<file path="src/rtl/decode_queue.sv">
// Instruction queue between fetch and ID: each word is decoded as it is enqueued,
// and the outputs present the stored decode of the oldest entry (a NOP bubble when empty).
module decode_queue #(
    parameter int DEPTH = 4,
    parameter int M_EXT = 0
) (
    input  logic                       CPU_CLK,
    input  logic                       CPU_RST,
    input  logic                       in_valid,
    output logic                       in_ready,
    input  logic [31:0]                in_instr,
    input  logic [31:0]                in_pc,
    input  logic                       flush,
    output logic                       out_valid,
    input  logic                       out_ready,
    output logic [31:0]                out_instr,
    output logic [31:0]                out_pc,
    output logic                       out_jal,
    output logic                       out_jalr,
    output logic [2:0]                 out_regwrite,
    output logic                       out_memtoreg,
    output logic [3:0]                 out_memwrite,
    output logic                       out_loadnpc,
    output logic [1:0]                 out_regread,
    output logic [2:0]                 out_branchtype,
    output logic [3:0]                 out_aluctrl,
    output logic [1:0]                 out_alusrc2,
    output logic                       out_alusrc1,
    output logic [2:0]                 out_immtype,
    output logic                       out_md,
    output logic [2:0]                 out_mdop,
    output logic                       out_illegal,
    output logic [$clog2(DEPTH):0]     count
);
    localparam int PW = $clog2(DEPTH);
    localparam int CW = PW + 1;

    localparam logic [6:0] OPC_LUI = 7'b0110111, OPC_AUIPC = 7'b0010111, OPC_JAL = 7'b1101111,
                           OPC_JALR = 7'b1100111, OPC_BRANCH = 7'b1100011, OPC_LOAD = 7'b0000011,
                           OPC_STORE = 7'b0100011, OPC_OPIMM = 7'b0010011, OPC_OP = 7'b0110011;
    localparam logic [2:0] RW_LB = 3'd1, RW_LH = 3'd2, RW_LW = 3'd3, RW_LBU = 3'd4, RW_LHU = 3'd5;
    localparam logic [2:0] BR_BEQ = 3'd1, BR_BNE = 3'd2, BR_BLT = 3'd3, BR_BLTU = 3'd4,
                           BR_BGE = 3'd5, BR_BGEU = 3'd6;
    localparam logic [2:0] IMM_R = 3'd0, IMM_I = 3'd1, IMM_S = 3'd2, IMM_B = 3'd3,
                           IMM_U = 3'd4, IMM_J = 3'd5;
    localparam logic [3:0] ALU_SLL = 4'd0, ALU_SRL = 4'd1, ALU_SRA = 4'd2, ALU_ADD = 4'd3,
                           ALU_SUB = 4'd4, ALU_XOR = 4'd5, ALU_OR = 4'd6, ALU_AND = 4'd7,
                           ALU_SLT = 4'd8, ALU_SLTU = 4'd9, ALU_LUI = 4'd10;
    localparam logic [1:0] SRC2_REG = 2'd0, SRC2_SHAMT = 2'd1, SRC2_IMM = 2'd2;
    localparam logic [31:0] NOP = 32'h0000_0013;

    typedef struct packed {
        logic       jal;
        logic       jalr;
        logic [2:0] regwrite;
        logic       memtoreg;
        logic [3:0] memwrite;
        logic       loadnpc;
        logic [1:0] regread;
        logic [2:0] branchtype;
        logic [3:0] aluctrl;
        logic [1:0] alusrc2;
        logic       alusrc1;
        logic [2:0] immtype;
        logic       md;
        logic [2:0] mdop;
        logic       illegal;
    } ctrl_t;

    ctrl_t       ctrl_mem [DEPTH];
    logic [31:0] instr_mem [DEPTH];
    logic [31:0] pc_mem [DEPTH];
    logic [PW-1:0] wr_ptr, rd_ptr;
    logic        push, pop;
    ctrl_t       raw, dec, out_ctrl;
    logic        bad;
    logic [6:0]  opcode, fn7;
    logic [2:0]  fn3;

    function automatic logic [3:0] alu_sel(input logic [2:0] f3, input logic alt);
        case (f3)
            3'b000:  alu_sel = alt ? ALU_SUB : ALU_ADD;
            3'b001:  alu_sel = ALU_SLL;
            3'b010:  alu_sel = ALU_SLT;
            3'b011:  alu_sel = ALU_SLTU;
            3'b100:  alu_sel = ALU_XOR;
            3'b101:  alu_sel = alt ? ALU_SRA : ALU_SRL;
            3'b110:  alu_sel = ALU_OR;
            default: alu_sel = ALU_AND;
        endcase
    endfunction

    assign opcode = in_instr[6:0];
    assign fn3    = in_instr[14:12];
    assign fn7    = in_instr[31:25];

    always_comb begin
        raw = '0;
        bad = 1'b0;
        case (opcode)
            OPC_LUI: begin
                raw.regwrite = RW_LW; raw.aluctrl = ALU_LUI; raw.alusrc2 = SRC2_IMM; raw.immtype = IMM_U;
            end
            OPC_AUIPC: begin
                raw.regwrite = RW_LW; raw.aluctrl = ALU_ADD; raw.alusrc2 = SRC2_IMM;
                raw.alusrc1 = 1'b1; raw.immtype = IMM_U;
            end
            OPC_JAL: begin
                raw.jal = 1'b1; raw.regwrite = RW_LW; raw.loadnpc = 1'b1; raw.aluctrl = ALU_ADD;
                raw.alusrc2 = SRC2_IMM; raw.alusrc1 = 1'b1; raw.immtype = IMM_J;
            end
            OPC_JALR: begin
                raw.jalr = 1'b1; raw.regwrite = RW_LW; raw.loadnpc = 1'b1; raw.regread = 2'b10;
                raw.aluctrl = ALU_ADD; raw.alusrc2 = SRC2_IMM; raw.immtype = IMM_I;
                bad = (fn3 != 3'b000);
            end
            OPC_BRANCH: begin
                raw.regread = 2'b11; raw.immtype = IMM_B;
                case (fn3)
                    3'b000:  raw.branchtype = BR_BEQ;
                    3'b001:  raw.branchtype = BR_BNE;
                    3'b100:  raw.branchtype = BR_BLT;
                    3'b101:  raw.branchtype = BR_BGE;
                    3'b110:  raw.branchtype = BR_BLTU;
                    3'b111:  raw.branchtype = BR_BGEU;
                    default: bad = 1'b1;
                endcase
            end
            OPC_LOAD: begin
                raw.memtoreg = 1'b1; raw.regread = 2'b10; raw.aluctrl = ALU_ADD;
                raw.alusrc2 = SRC2_IMM; raw.immtype = IMM_I;
                case (fn3)
                    3'b000:  raw.regwrite = RW_LB;
                    3'b001:  raw.regwrite = RW_LH;
                    3'b010:  raw.regwrite = RW_LW;
                    3'b100:  raw.regwrite = RW_LBU;
                    3'b101:  raw.regwrite = RW_LHU;
                    default: bad = 1'b1;
                endcase
            end
            OPC_STORE: begin
                raw.regread = 2'b11; raw.aluctrl = ALU_ADD; raw.alusrc2 = SRC2_IMM; raw.immtype = IMM_S;
                case (fn3)
                    3'b000:  raw.memwrite = 4'b0001;
                    3'b001:  raw.memwrite = 4'b0011;
                    3'b010:  raw.memwrite = 4'b1111;
                    default: bad = 1'b1;
                endcase
            end
            OPC_OPIMM: begin
                raw.regwrite = RW_LW; raw.regread = 2'b10; raw.immtype = IMM_I; raw.alusrc2 = SRC2_IMM;
                raw.aluctrl = alu_sel(fn3, fn7[5] && (fn3 == 3'b101));
                // Shift-immediates carry their variant in the upper immediate bits.
                if (fn3 == 3'b001) begin
                    raw.alusrc2 = SRC2_SHAMT;
                    bad = (fn7 != 7'b0000000);
                end else if (fn3 == 3'b101) begin
                    raw.alusrc2 = SRC2_SHAMT;
                    bad = (fn7 != 7'b0000000) && (fn7 != 7'b0100000);
                end
            end
            OPC_OP: begin
                raw.regwrite = RW_LW; raw.regread = 2'b11; raw.immtype = IMM_R; raw.alusrc2 = SRC2_REG;
                if (fn7 == 7'b0000000) begin
                    raw.aluctrl = alu_sel(fn3, 1'b0);
                end else if (fn7 == 7'b0100000) begin
                    raw.aluctrl = alu_sel(fn3, 1'b1);
                    bad = (fn3 != 3'b000) && (fn3 != 3'b101);
                end else if (fn7 == 7'b0000001 && M_EXT != 0) begin
                    raw.md = 1'b1; raw.mdop = fn3; raw.aluctrl = 4'd0;
                end else begin
                    bad = 1'b1;
                end
            end
            default: bad = 1'b1;
        endcase
        dec = raw;
        if (bad) begin
            dec = '0;
            dec.illegal = 1'b1;
        end
    end

    assign in_ready  = (count < CW'(DEPTH)) && !flush;
    assign out_valid = (count != '0);
    assign push      = in_valid && in_ready;
    assign pop       = out_valid && out_ready;

    always_ff @(posedge CPU_CLK) begin
        if (CPU_RST || flush) begin
            wr_ptr <= '0;
            rd_ptr <= '0;
            count  <= '0;
        end else begin
            if (push) wr_ptr <= wr_ptr + PW'(1);
            if (pop)  rd_ptr <= rd_ptr + PW'(1);
            case ({push, pop})
                2'b10:   count <= count + CW'(1);
                2'b01:   count <= count - CW'(1);
                default: count <= count;
            endcase
        end
    end

    // Storage needs no reset: count gates every read of it.
    always_ff @(posedge CPU_CLK) begin
        if (push) begin
            ctrl_mem[wr_ptr]  <= dec;
            instr_mem[wr_ptr] <= in_instr;
            pc_mem[wr_ptr]    <= in_pc;
        end
    end

    assign out_ctrl  = out_valid ? ctrl_mem[rd_ptr] : '0;
    assign out_instr = out_valid ? instr_mem[rd_ptr] : NOP;
    assign out_pc    = out_valid ? pc_mem[rd_ptr] : 32'h0;

    assign out_jal        = out_ctrl.jal;
    assign out_jalr       = out_ctrl.jalr;
    assign out_regwrite   = out_ctrl.regwrite;
    assign out_memtoreg   = out_ctrl.memtoreg;
    assign out_memwrite   = out_ctrl.memwrite;
    assign out_loadnpc    = out_ctrl.loadnpc;
    assign out_regread    = out_ctrl.regread;
    assign out_branchtype = out_ctrl.branchtype;
    assign out_aluctrl    = out_ctrl.aluctrl;
    assign out_alusrc2    = out_ctrl.alusrc2;
    assign out_alusrc1    = out_ctrl.alusrc1;
    assign out_immtype    = out_ctrl.immtype;
    assign out_md         = out_ctrl.md;
    assign out_mdop       = out_ctrl.mdop;
    assign out_illegal    = out_ctrl.illegal;

endmodule
</file>
<file path="config.mk">
export PLATFORM = sky130hd
export DESIGN_NAME = decode_queue
export DESIGN_NICKNAME = d
export VERILOG_FILES = /design/src/rtl/decode_queue.sv
export SDC_FILE = /design/constraint.sdc
export NUM_CORES = 1
export LEC_CHECK = 0
export BUFFER_PORTS_ARGS = -buffer_cell sky130_fd_sc_hd__buf_2
export CORE_ASPECT_RATIO = 0.75
export CORE_UTILIZATION = 50
export DETAILED_ROUTE_END_ITERATION = 8
export HOLD_SLACK_MARGIN = 0.03
export PLACE_DENSITY = 0.7
export SYNTH_ARGS = -nofsm -noshare
export SYNTH_HDL_FRONTEND = slang
export SYNTH_SLANG_ARGS = --single-unit
</file>
<file path="constraint.sdc">
create_clock -name CPU_CLK -period 4 [get_ports CPU_CLK]
set_input_delay 0.8 -clock CPU_CLK [delete_from_list [all_inputs] [get_ports CPU_CLK]]
set_output_delay 0.8 -clock CPU_CLK [all_outputs]
set_load 0.02 [all_outputs]
</file>
Word-level counts from Yosys, hierarchy flattened
Memory sizes are Yosys's and may differ from the RTL's. A register that Yosys moved wholly into a read port is not among the register bits.
Index checks and enable logic that the tools add are counted.
Widths: inputs -> output; s select.
Storage, ports and cells
  register bits after elaboration: 7
  output and inout bits: 100
  bits in writable memories: 380
  word-level logic and storage cells: 101
  input port bits: 69
  memories kept: 3
Memory list
  instr_mem: depth 4, width 32, rd ports 1, clocked after Yosys merged registers in 1, write ports 1, line 71  | logic [31:0] instr_mem [DEPTH];
  pc_mem: depth 4, width 32, rd ports 1, clocked after Yosys merged registers in 1, write ports 1, line 72  | logic [31:0] pc_mem [DEPTH];
  ctrl_mem: depth 4, width 31, rd ports 1, clocked after Yosys merged registers in 1, write ports 1, line 70  | ctrl_t ctrl_mem [DEPTH];
Cells by class
  equality and inequality tests: 21
  reduce and logical (&&, ||, !) cells: 25
  add/subtract/negate cells: 4
  $lt $le $gt $ge: 1
  muxes and demuxes: 44
Operators by type and width (count)
  $pmux 4 s7: 3
  $mux 32: 2
  $mux 31: 2
  $pmux 3 s5: 2
  $eq 7x6->1 const B: 4
  $pmux 6 s4: 1
  $eq 7x7->1 const B: 3
  $mux 2: 9
  $pmux 3 s6: 1
  $eq 7x5->1 const B: 2
  $mux 1: 14
  $eq 3x3->1 const B: 4
  $mux 4: 3
  $pmux 3 s2: 2
  $pmux 4 s3: 1
  $reduce_or 3->1: 4
  $reduce_or 6->1: 2
  $reduce_or 5->1: 2
  $eq 7x2->1 const B: 1
  $logic_not 7->1: 1
  $ne 7x6->1 const B: 1
  $pmux 1 s7: 1
  $reduce_bool 7->1: 1
  $eq 3x2->1 const B: 2
  other kinds (17): 27

Longest topological paths before layout
  depth after elaboration: 6
  gate-level depth with buffers: 9
  mapped depth without buffers: 9

Worst setup path before layout
Ideal clock, no wire load.
  path kind: in2reg
  start: in in_valid
  end: mem ctrl_mem[1][0] in the netlist's numbering, enable pin
  cell stages on the path: 2
  required time: 3541 ps
  buffers on the path: 0
  data arrival time: 3488 ps
  setup slack: 54 ps
  library setup time: 459 ps
  cells stage by stage: nor3b_1 -> and2_1
Between the ends
  longest elaborated chain between the ends: 3
RTL lines
  from (decl): line 9  | input logic in_valid,
  $logic_and 1x1->1: line 186  | assign push = in_valid && in_ready;
  $mux 1: line 207  | if (push) begin
  $mux 1 (not written as such): line 208  | ctrl_mem[wr_ptr] <= dec;
  to (decl): line 70
Every way passes these cells.

==> results.md <==
- Final Routed Wirelength: 29400 um
- Largest net degree at the start of global routing: 47
- Max H-tree Level: 2
- Top FF cell, synth: edfxtp_1
- Max incr delay on CP: 0.62 ns
- GRT Max-Usage Layer: met2
- Reg area: 11000 sq um
- Root Buffer: clkbuf_16
- CP max-delay cell: dfxtp_4
- M1 GR Usage: 30.1%
- Leak: 0.00591 uW
- Final Critical Period: 3.23 ns
- Antenna violations before repair: 8
- Type of origin of the critical path: flop
- Dpl hpwl: 18200 um
- Final setup vio count: 0
- Most common cell after layout, fill and taps aside: edfxtp_1
- Max Cap Viol: 0
- Synth async-reset ratio: 0%
- Most frequent cells in the layout: edfxtp_1, buf_2, mux4_2, and2_1, clkbuf_16
- Initial Util: 50.9%
- Flops & latches, synth: 369
- Via Count: 7459
- Max clock buf depth: 3
- CTS sink count: 369
- Critical Path End Type: output port
- Yosys top cell by area: edfxtp_1
- Final Skew: 0.0205 ns
- CTS Buf Count: 36
- Tcrit/Tclk final: 80.8%
- Peak supply drop: 0.298 mV
- Cells after synthesis: 745
- CP max FO: 20
- Core Box Area: 29100 sq um
- Max_slew headroom: 38.6%
- Grt met3 use: 4.15%
- CTS tree: yes
- Remaining DRCs: 0
- RD Place Congestion: 0.900
- Drt wl/cell: 21.9 um
- Fill cell count: 2143
- Hold Buf Count CTS: 0
- Die W: 201 um
- Cell variety after synth: 57
- Yosys top cell area share: 73.1%
- Synthesis-to-finish area growth: 17.4%
- GRT Util Overall: 20.0%
- Layout cell share with drive strength beyond 1: 37.3%
- Met2 GRT Util: 30.7%
- CP Cell Sequence: buf_4, mux4_2, and2_1, buf_2
- Reg clk slew, reported paths: 0.06 ns
- Maximum operating frequency: 310 MHz
- Worst-margin pin slew: 0.913 ns
- Post-Synthesis Cell Area: 14800 sq um
- Data required, critical path: 3.20 ns
- CP Class: flop to output port
- First-pass GRT wire length: 45700 um
- Outcome: finished clean
- Worst hold path type: input pin to flop
- Post-CTS Setup Bufs: 0
- Port bufs: 164
- Io pins: 169
- Setup TNS: 0 ns
- PwrDens: 467 nW/um^2
- Cts repair resizes: 0
- Number of synthesized flops with an enable pin: 360
- Number of DRC markers in iteration 0: 637
- Area of the multi-input gates: 3520 sq um
- Mean area per synthesized cell: 19.8 sq um
- RSZ-0062 raised after global routing: no
- Number of nets still failing antenna checks after routing: 0
- Final Core Density: 59.7%
- Router iterations before antenna repair: 5
- Ys Warns: 0
- Layout net count: 995
- Synth area leaders: edfxtp_1, mux4_2, and2_1
- Total grt overflow: 0
- Std-Cell Rows: 54
- Final Max Tran Viols: 0
- Sequential area share after synthesis: 74.3%
- Final Hold Fails: 0
- Critical path arrival: 2.43 ns
- Clock Latency Late Sink: 0.52 ns
- Die footprint: 30300 sq um
- Vias in the first global route: 7590
- Routed vias/inst: 5.55
- Die Y: 151 um
worst max-delay path, delay by kind of cell, from the launching register on:
family        cells  cell delay (ns)
flops             1             0.62
simple gates      1             0.20
mux               1             0.57
buf+inv           2             0.52
sequential cells by signal, indices dropped and copies added (netlist names), named ones only:
register / flops
rd_ptr: 2
instr_mem: 128
ctrl_mem: 104
wr_ptr: 2
pc_mem: 128
count: 3
metal layers:
metal  wire (um)  vias up
met1       13800     3827
li1            -     3332
met3        1910       39
met4         356        2
met5          13        -
met2       13400      259
metrics by stage:
stage          std cells  hold slack, ns  power (uW)  setup WS, ns  cell area [sq um]
3_5_place_dp        1274           0.512        4780         0.862              16100
2_1_floorplan        748           0.485        4620        0.0537              14800
6_report            1344           0.494        8110         0.769              17400
5_1_grt             1342           0.479        8370         0.639              17400
4_1_cts             1340           0.474        8200         0.719              17300
3_3_place_gp        1274           0.500        4780          1.01              16100
cells in the mapped netlist (3+ instances only):
cell / number
a21oi_1: 9
xor2_1: 3
buf_2: 11
nand4b_1: 3
mux4_2: 90
edfxtp_1: 360
inv_1: 12
or3_1: 6
nor3_1: 6
dfxtp_1: 9
or2_2: 5
nor2b_1: 5
nor2_1: 19
a2111oi_0: 3
xnor2_1: 3
and2_1: 92
ha_1: 5
nand2b_1: 5
nand2_1: 5
buf_4: 6
clkbuf_1: 27
o21ai_0: 8
a211oi_1: 9
nor4_1: 5
power breakdown:
group	switching [uW]	internal [uW]	total, uW
clock	1390	2020	3410
combinational	241	153	394
sequential	16.5	4290	4300
logic make-up after synthesis:
logic type / share of synthesized area, %
and+or+nand+nor: 6.78
xor gates and xnor gates: 0.355
adders and majority gates: 0.558
muxes: 13.8
DFF: 74.3
other: 0.0254
buffers and inverters: 1.99
AOI/OAI and AO/OA: 2.19
final timing paths:
| path | start | end | slack (ns) | cells after the start |
|---|---|---|---|---|
| worst max-delay path | flop | out_regwrite[1] | 0.77 | 4 |
| worst min-delay path | in_pc[16] | pc_mem[2][16] | 0.49 | 1 |
| worst max register to register | count[2] | count[2] | 1.40 | 9 |
| worst min register to register | count[1] | count[1] | 0.56 | 2 |
area by class of cell:
cell class                 instances  area share, %
antenna                            4         0.0577
inverter                          12          0.259
clock inverter                    26           1.53
timing repair buffer             183           6.27
tap                              392           2.83
clock buffer                      40           5.40
multi-input combinational        318           20.3
sequential                       369           63.4
No activity file was read; power rests on OpenSTA's default activity.
